**config.mk**
```make
export PLATFORM = sky130hd
export DESIGN_NAME = seq_nibble_adder
export DESIGN_NICKNAME = d
export VERILOG_FILES = /design/src/rtl/seq_nibble_adder.sv
export SDC_FILE = /design/constraint.sdc
export NUM_CORES = 1
export LEC_CHECK = 0
export ABC_AREA = 1
export CORE_MARGIN = 8
export CORE_UTILIZATION = 48
export CTS_CLUSTER_DIAMETER = 150
export CTS_CLUSTER_SIZE = 24
export DETAILED_ROUTE_END_ITERATION = 7
export PLACE_DENSITY = 0.84
export SKIP_LAST_GASP = 1
export SLEW_MARGIN = 25
export SYNTH_ARGS = -nofsm -noshare
export SYNTH_HDL_FRONTEND = slang
export SYNTH_HIERARCHICAL = 1
export SYNTH_SLANG_ARGS = --single-unit
```
**constraint.sdc**
```tcl
create_clock -name iClk -period 3.63 [get_ports iClk]
set_input_delay 0.363 -clock iClk [delete_from_list [all_inputs] [get_ports iClk]]
set_output_delay 0.363 -clock iClk [all_outputs]
set_load 0.01 [all_outputs]
```
**src/rtl/seq_nibble_adder.sv**
```systemverilog
// seq_nibble_adder -- multi-cycle WIDTH-bit adder/subtractor built around one
// 4-bit carry-lookahead slice (Adder4). Each cycle in RUN the slice adds one
// nibble. The carry is kept in a register between nibbles. The sum is
// assembled in a shift register and published with its flags once the last
// nibble is done.
//
// Build option: define SEQ_NIBBLE_ADDER_SUB_EN to honour iSub (A-B as A+~B+1).
// When it is left undefined, iSub is ignored and every operation is A+B.
//
// Ports (Adder4):
//   iA, iB   [3:0] nibble operands
//   iC             carry in
//   oS       [3:0] nibble sum
//   oC             carry out of bit 3
//
// Ports (seq_nibble_adder):
//   iClk           rising-edge clock
//   iRst           asynchronous active-high reset
//   iValid/oReady  operand handshake (accepted on an edge with both high)
//   iA, iB   [W]   operands, sampled at acceptance
//   iSub           1 = A-B, 0 = A+B, sampled at acceptance
//   oValid/iReady  result handshake (consumed on an edge with both high)
//   oS       [W]   sum/difference, registered
//   oC             carry out of bit W-1 (no-borrow for subtraction)
//   oOvf           two's-complement signed overflow
//   oZ             oS == 0
//   oState   [2]   current FSM state (debug observation)
//
// Handshake: a transfer happens on a rising edge where valid and ready are
// both high. The producer holds valid (and its data) until that edge. Ready
// and valid are decoded from the state register only, so no combinational
// path runs from any input to any output.

module Adder4 (
   input  logic [3:0] iA,
   input  logic [3:0] iB,
   input  logic       iC,
   output logic [3:0] oS,
   output logic       oC
);
   logic [3:0] g;
   logic [3:0] p;
   logic [4:0] c;

   assign g = iA & iB;
   assign p = iA ^ iB;

   // Every carry is expanded from generate/propagate terms so that no carry
   // has to ripple through the previous one.
   assign c[0] = iC;
   assign c[1] = g[0] | (p[0] & iC);
   assign c[2] = g[1] | (p[1] & g[0]) | (p[1] & p[0] & iC);
   assign c[3] = g[2] | (p[2] & g[1]) | (p[2] & p[1] & g[0])
               | (p[2] & p[1] & p[0] & iC);
   assign c[4] = g[3] | (p[3] & g[2]) | (p[3] & p[2] & g[1])
               | (p[3] & p[2] & p[1] & g[0]) | (p[3] & p[2] & p[1] & p[0] & iC);

   assign oS = p ^ c[3:0];
   assign oC = c[4];
endmodule

module seq_nibble_adder #(
   parameter int WIDTH = 32
) (
   input  logic             iClk,
   input  logic             iRst,
   input  logic             iValid,
   output logic             oReady,
   input  logic [WIDTH-1:0] iA,
   input  logic [WIDTH-1:0] iB,
   input  logic             iSub,
   output logic             oValid,
   input  logic             iReady,
   output logic [WIDTH-1:0] oS,
   output logic             oC,
   output logic             oOvf,
   output logic             oZ,
   output logic [1:0]       oState
);
   localparam int NIB = WIDTH / 4;
   localparam int NW  = $clog2(NIB);
   localparam logic [NW-1:0] LAST_NIB = NW'(NIB - 1);

   localparam logic [1:0] IDLE = 2'd0;
   localparam logic [1:0] RUN  = 2'd1;
   localparam logic [1:0] DONE = 2'd2;

   logic [1:0]       state;
   logic [WIDTH-1:0] rA;
   logic [WIDTH-1:0] rB;
   logic [WIDTH-1:0] rS;
   logic             rC;
   logic [NW-1:0]    rN;
   logic             rAm;    // MSB of A, captured at acceptance
   logic             rBm;    // MSB of the effective (possibly inverted) B

   logic [WIDTH-1:0] b_eff;
   logic             c_init;
   logic [3:0]       slice_s;
   logic             slice_c;
   logic [WIDTH-1:0] res_next;
   logic             last_nib;
   logic [3:0]       unused_rs_low;

`ifdef SEQ_NIBBLE_ADDER_SUB_EN
   // Subtraction is A + ~B + 1. The +1 enters as the carry into nibble 0.
   assign b_eff  = iSub ? ~iB : iB;
   assign c_init = iSub;
`else
   logic unused_sub;
   assign unused_sub = iSub;
   assign b_eff      = iB;
   assign c_init     = 1'b0;
`endif

   Adder4 u_slice (
      .iA (rA[3:0]),
      .iB (rB[3:0]),
      .iC (rC),
      .oS (slice_s),
      .oC (slice_c)
   );

   // The new nibble enters at the top. After NIB shifts, nibble 0 is in bits [3:0].
   assign res_next      = {slice_s, rS[WIDTH-1:4]};
   assign last_nib      = (rN == LAST_NIB);
   assign unused_rs_low = rS[3:0];

   assign oReady = (state == IDLE);
   assign oValid = (state == DONE);
   assign oState = state;

   always_ff @(posedge iClk or posedge iRst) begin
      if (iRst) begin
         state <= IDLE;
         rA    <= '0;
         rB    <= '0;
         rS    <= '0;
         rC    <= 1'b0;
         rN    <= '0;
         rAm   <= 1'b0;
         rBm   <= 1'b0;
         oS    <= '0;
         oC    <= 1'b0;
         oOvf  <= 1'b0;
         oZ    <= 1'b0;
      end else begin
         case (state)
            IDLE: begin
               if (iValid) begin
                  rA    <= iA;
                  rB    <= b_eff;
                  rC    <= c_init;
                  rN    <= '0;
                  rAm   <= iA[WIDTH-1];
                  rBm   <= b_eff[WIDTH-1];
                  state <= RUN;
               end
            end
            RUN: begin
               rA <= rA >> 4;
               rB <= rB >> 4;
               rS <= res_next;
               rC <= slice_c;
               rN <= rN + 1'b1;
               if (last_nib) begin
                  // The last slice produces the MSB nibble and the final carry.
                  oS    <= res_next;
                  oC    <= slice_c;
                  oOvf  <= (rAm == rBm) & (slice_s[3] != rAm);
                  oZ    <= (res_next == '0);
                  state <= DONE;
               end
            end
            DONE: begin
               if (iReady) begin
                  state <= IDLE;
               end
            end
            default: begin
               state <= IDLE;
            end
         endcase
      end
   end
endmodule

```
==> results of run 1 <==
-- tightest hold or removal path: stages (launching register included) --
cell and delay (ns):
dfrtp_1 0.34, nand2_1 0.05, nand2_1 0.05
-- registers in the layout, indices dropped and copies added, names as in the netlist --
| register | cells |
|---|---|
| oS | 32 |
| rA | 32 |
| rB | 32 |
| rS | 28 |
| rN | 3 |
| oState | 2 |
| oC | 1 |
| oOvf | 1 |
| oZ | 1 |
| rAm | 1 |
| rBm | 1 |
| rC | 1 |
-- layout make-up --
class / instances / area (um2) / share of cell area, %
multi-input combinational: 463 / 2188 / 27.77
timing repair buffer: 112 / 1131 / 14.35
inverter: 95 / 365.4 / 4.636
tap: 172 / 215.2 / 2.731
clock buffer: 18 / 429.2 / 5.446
clock inverter: 14 / 172.7 / 2.191
sequential: 135 / 3378 / 42.87
-- metrics by stage --
stage	hold WS, ns	setup slack, ns	util, %	area [um2]
after floorplan	0.4459	1.588	-	6146
after global placement	0.4580	1.303	57.91	7278
after detailed placement	0.4643	1.247	57.91	7278
final	0.4738	1.251	62.70	7880
after CTS	0.4723	1.233	62.70	7880
after global routing	0.4956	0.9631	62.70	7880
-- kinds of logic (layout without fill, tap and decap cells) --
kind of cell	Yosys count	after routing
compound gates	170	170
xor+xnor	1	1
fa+ha+maj	7	7
buf+inv	133	239
flops	135	135
simple gates	285	285
-- worst paths after layout --
check | from | end | cells past startpoint
setup / recovery | oState[0] | rA[9] | 7
hold / removal | oS[0] | oS[0] | 2
setup reg to reg | oState[0] | rA[9] | 7
hold reg to reg | oS[0] | oS[0] | 2
max in group asynchronous | iRst | rA[15] | 3
min in group asynchronous | iRst | oS[0] | 3
-- where the power goes --
group	total (mW)	switching, mW	leakage (nW)	internal [mW]
clock	1.75	0.668	0.291	1.09
combinational	2.87	1.75	1.69	1.12
sequential	2.46	0.318	1.74	2.15
total	7.09	2.74	3.71	4.35
-- per-layer routing --
layer  GRT usage [%]  vias up
met5               0        -
met4           4.838        0
met3           6.779       15
met2           27.67      139
met1           21.73     2259
li1                -     2471
-- placed cells by master, fill, tap and decap left out, types with 2 or more instances in the layout --
cell type and n:
nand2_1 249, dfrtp_1 135, o21ai_0 110, clkdlybuf4s50_1 106
inv_1 90, o21ai_1 31, o21ai_2 23, nor2_1 18
clkbuf_16 17, nand3_1 9, ha_1 6, inv_6 4
buf_4 4, clkinvlp_4 3, clkinv_2 3, bufinv_16 3
inv_2 2, nand2_4 2, nor2_4 2, inv_4 2
o22ai_2 2, a21oi_1 2, clkinv_4 2, buf_12 2
nand4_1 2
==> flow_summary.yaml, run 1 <==
run_status:
  status: "finished clean"
detailed_routing:
  ant_nets: 0
  met1_length_um: 5749
  vias: 4884
  dr.max_layer_used: "met4"
  viasPerCell: 4.840
  wl_met3_um: 1117
  wirelength_um: 13340
  firstDrtPassIters: 7
  wl_met2_um: 6291
  wl_per_cell_um: 13.22
  drt_iter0_markers: 297
  drc: 0
synth:
  async_flop_share_pct: 100.0
  syn_nets: 807
  synth_edf_count: 0
  synth_common_cells: "249 x nand2_1, 135 x dfrtp_1, 110 x o21ai_0"
  syn_inst: 731
  synthMostInstantiatedCell: "nand2_1"
  netlist_area_um2: 6142
  yosysUniqueCellTypes: 25
  ys_warn_count: 6
  muxShareOfSynthArea_pct: 0
  synth-adder-area-share_pct: 1.548
  synth_top_cell_by_area: "dfrtp_1"
  yosysTopAreaCellShare_pct: 55.00
  synth_seq_area_share_pct: 55.00
  synth_compound_area_share_pct: 15.58
  avgSynthCellArea_um2: 8.402
  yosys_most_used_dff: "dfrtp_1"
  synth-xor-area-share_pct: 0.1426
  synthSimpleGateAreaFrac_pct: 18.19
  synth-seq-cells: 135
  synth_top_family_by_area: "simple AND/OR/NAND/NOR gates"
  synthTopCellsByArea: "dfrtp_1 55%, nand2_1 15%, o21ai_0 9.0%, inv_1 5.6%, o21ai_2 3.3%"
timing:
  rsz0062_at_grt: "no"
  min_period_over_period_pct: 65.55
  worstMarginPinSlew_ns: 0.7436
  setup_violations: 0
  clock_skew_ns: 0.007561
  setup-tns-final_ns: 0
  slew_headroom_pct: 50.42
  max_freq_mhz: 420.3
  final_hold_viol_count: 0
  period_needed_ns: 2.379
  slew_violations: 0
clocking:
  cts_root_buffer: "clkbuf_16"
  cts_resized: 0
  htreeDepth: 4
  clock-sinks: 135
  post_cts_buffers: 0
  cts_tree: "yes"
  clockBufferDepth: 2
  cts_buffers: 17
  clk_latency_ns: 0.42
  cts_hold_buffers: 0
  path_clk_slew_ns: 0.06
min_path:
  hold_path_class: "flip-flop to flip-flop"
critical_path:
  crit_family: "buffers and inverters"
  crit_path_start_kind: "flip-flop"
  cp_cell_sequence: "nand2_4 -> buf_4 -> buf_4 -> nand2_1 -> o21ai_0 -> nand2_1 -> o21ai_1"
  critical_path_buf_inv_count: 2
  crit_path_end_kind: "flip-flop"
  cpMaxStageDelayCell: "buf_4"
  cp_data_required_time_ns: 3.97
  regToRegSetupSlack_ns: 1.25
  arrival_ns: 2.72
  crit_type: "flip-flop to flip-flop"
  max_stage_delay_ns: 0.68
  crit_fanout: 92
cells_and_area:
  syn_to_final_growth_pct: 28.30
  nets: 900
  stdcell_count: 1009
  nFillCells: 1086
  antenna_cells: 0
  drive_gt1_share_pct: 8.722
power_and_ir_drop:
  total_power_mw: 7.086
  p_per_area_nw_per_um2: 899.2
  ir_worst_vdd_v: 0.0004316
  leakage_nw: 3.714
global_route:
  overflow: 0
  grt_use_total_pct: 17.45
  grt_pass1_vias: 4964
  grt_max_degree: 136
  antenna_found_initial: 0
  grt_pass1_wl_um: 23150
placed_design:
  numPortBuffers: 106
  place_hpwl_um: 8857
  dp.cells: 977
  routabilityCongestion: 0.7919
die:
  die_h_um: 129.1
  num_rows: 41
  fp.dieW_um: 129.1
  initial_core_util_pct: 48.87
  core-area_um2: 12570
  io_pins: 108
  dieArea_um2: 16670
job:
  max_cap_violations: 0
(Power assumes the default switching activity.)
==> run 2: changes to the inputs <==
--- a/config.mk
+++ b/config.mk
@@ -7,11 +7,11 @@
 export LEC_CHECK = 0
 export ABC_AREA = 1
 export CORE_MARGIN = 8
-export CORE_UTILIZATION = 48
+export CORE_UTILIZATION = 53
 export CTS_CLUSTER_DIAMETER = 150
 export CTS_CLUSTER_SIZE = 24
 export DETAILED_ROUTE_END_ITERATION = 7
-export PLACE_DENSITY = 0.84
+export PLACE_DENSITY = 0.87
 export SKIP_LAST_GASP = 1
 export SLEW_MARGIN = 25
 export SYNTH_ARGS = -nofsm -noshare
==> constraint.sdc (replaced) <==
create_clock -name iClk -period 2.5 [get_ports iClk]
set_input_delay 0.25 -clock iClk [delete_from_list [all_inputs] [get_ports iClk]]
set_output_delay 0.25 -clock iClk [all_outputs]
set_load 0.01 [all_outputs]
==> flow_summary.yaml, run 2 (synthesis results as in run 1) <==
run_status:
  status: "finished clean"
cells_and_area:
  drive_gt1_share_pct: 8.950
  final_util_pct: 69.38
  antenna_cells: 0
  nets: 901
  design_area_um2: 7889
  layout_top_registers: "oS (32), rA (32), rB (32)"
  final_cell_mix: "249 x nand2_1, 135 x dfrtp_1, 110 x o21ai_0"
  mostFrequentLayoutCell: "nand2_1"
  syn_to_final_growth_pct: 28.44
  stdcell_count: 981
detailed_routing:
  wirelength_um: 13050
  viasPerCell: 4.980
  ant_nets: 0
  drc: 0
  wl_per_cell_um: 13.31
  firstDrtPassIters: 4
  vias: 4885
  drt_iter0_markers: 383
timing:
  final_hold_viol_count: 0
  slew_headroom_pct: 51.97
  slew_violations: 0
  holdWs_ns: 0.3836
  worst_slack_ns: 0.6027
  rsz0062_at_grt: "no"
  setup-tns-final_ns: 0
  setup_violations: 0
  clock_skew_ns: 0.009978
  worstMarginPinSlew_ns: 0.7205
  period_needed_ns: 1.897
  max_freq_mhz: 527.1
  min_period_over_period_pct: 75.89
placed_design:
  placed_area_um2: 7273
  post-place-ws_ns: 0.5783
  routabilityCongestion: 0.7696
  numPortBuffers: 106
  place_hpwl_um: 8777
  dp.cells: 949
critical_path:
  crit_fanout: 6
  cp_data_required_time_ns: 2.25
  crit_type: "flip-flop to primary output"
  arrival_ns: 1.65
  crit_path_start_kind: "flip-flop"
  crit_path_end_kind: "primary output"
power_and_ir_drop:
  power_frac_seq_pct: 34.4
  p_int_mw: 6.388
  pwr-share-comb_pct: 40.9
  p_per_area_nw_per_um2: 1320
  clock_power_share_pct: 24.7
  p_sw_share_pct: 38.63
  ir_worst_vdd_v: 0.0007472
  total_power_mw: 10.41
  p_sw_mw: 4.021
  leakage_nw: 3.735
clocking:
  clk_latency_ns: 0.41
  path_clk_slew_ns: 0.06
  post_cts_buffers: 0
  cts_root_buffer: "clkbuf_16"
  clock-sinks: 135
  clockBufferDepth: 2
  htreeDepth: 4
  cts_buffers: 17
  cts_hold_buffers: 0
  cts_resized: 0
  cts_tree: "yes"
job:
  max_cap_violations: 0
die:
  core-area_um2: 11370
  fp.dieW_um: 123.7
  num_rows: 39
  io_pins: 108
  dieArea_um2: 15290
  initial_core_util_pct: 54.02
  die_h_um: 123.7
global_route:
  overflow: 0
  grt_pass1_wl_um: 22510
  grt_use_total_pct: 18.35
  grt_pass1_vias: 4878
  grt_max_degree: 161
  antenna_found_initial: 0
min_path:
  hold_path_class: "primary input to flip-flop"
## run 2: cell types whose count changed in the layout (fill, tap and decap cells not counted)
cell and delta:
clkinv_4 -1, buf_12 +2, inv_6 +1, inv_8 +2, inv_4 -1, clkbuf_1 -1
buf_4 -1
## run 2: cell type report
type                       count  area (um2)
tap                          143       178.9
timing repair buffer         113        1164
fill                         889        3481
clock inverter                15       190.2
multi-input combinational    463        2188
clock buffer                  17       425.4
inverter                      95       364.1
sequential                   135        3378
## run 2: worst paths after layout
check,startpoint,endpoint,slack [ns],depth (start not counted)
hold / removal,iB[29],rB[29],0.38,3
setup / recovery,oState[0],oReady,0.60,2
setup reg to reg,rN[0],oOvf,0.65,6
max in group asynchronous,iRst,rA[10],1.56,3
min in group asynchronous,iRst,oS[1],0.40,3
hold reg to reg,oS[0],oS[0],0.48,2
## run 2: power by group through the flow
stage	registers [mW]	clock network, mW	logic [mW]
final	3.58	2.57	4.26
after floorplan	3.60	0	3.02
after detailed placement	3.61	0	4.26
after global routing	3.68	2.72	4.88
after global placement	3.56	0	4.10
after CTS	3.58	2.61	4.32
## run 2: critical path, cell delays in order (launching register included)
cell and delay (ns):
dfrtp_1 0.50, nor2_4 0.18, clkdlybuf4s50_1 0.56
## run 2: routing by layer
layer	vias up	global-route usage (%)	part of all wire [%]	routed length, um
met2	115	29.11	48	6262
met5	-	0	0	0
met3	15	6.029	7.2	935
met4	0	5.493	1.1	138
met1	2280	23.52	44	5718
li1	2475	-	-	-
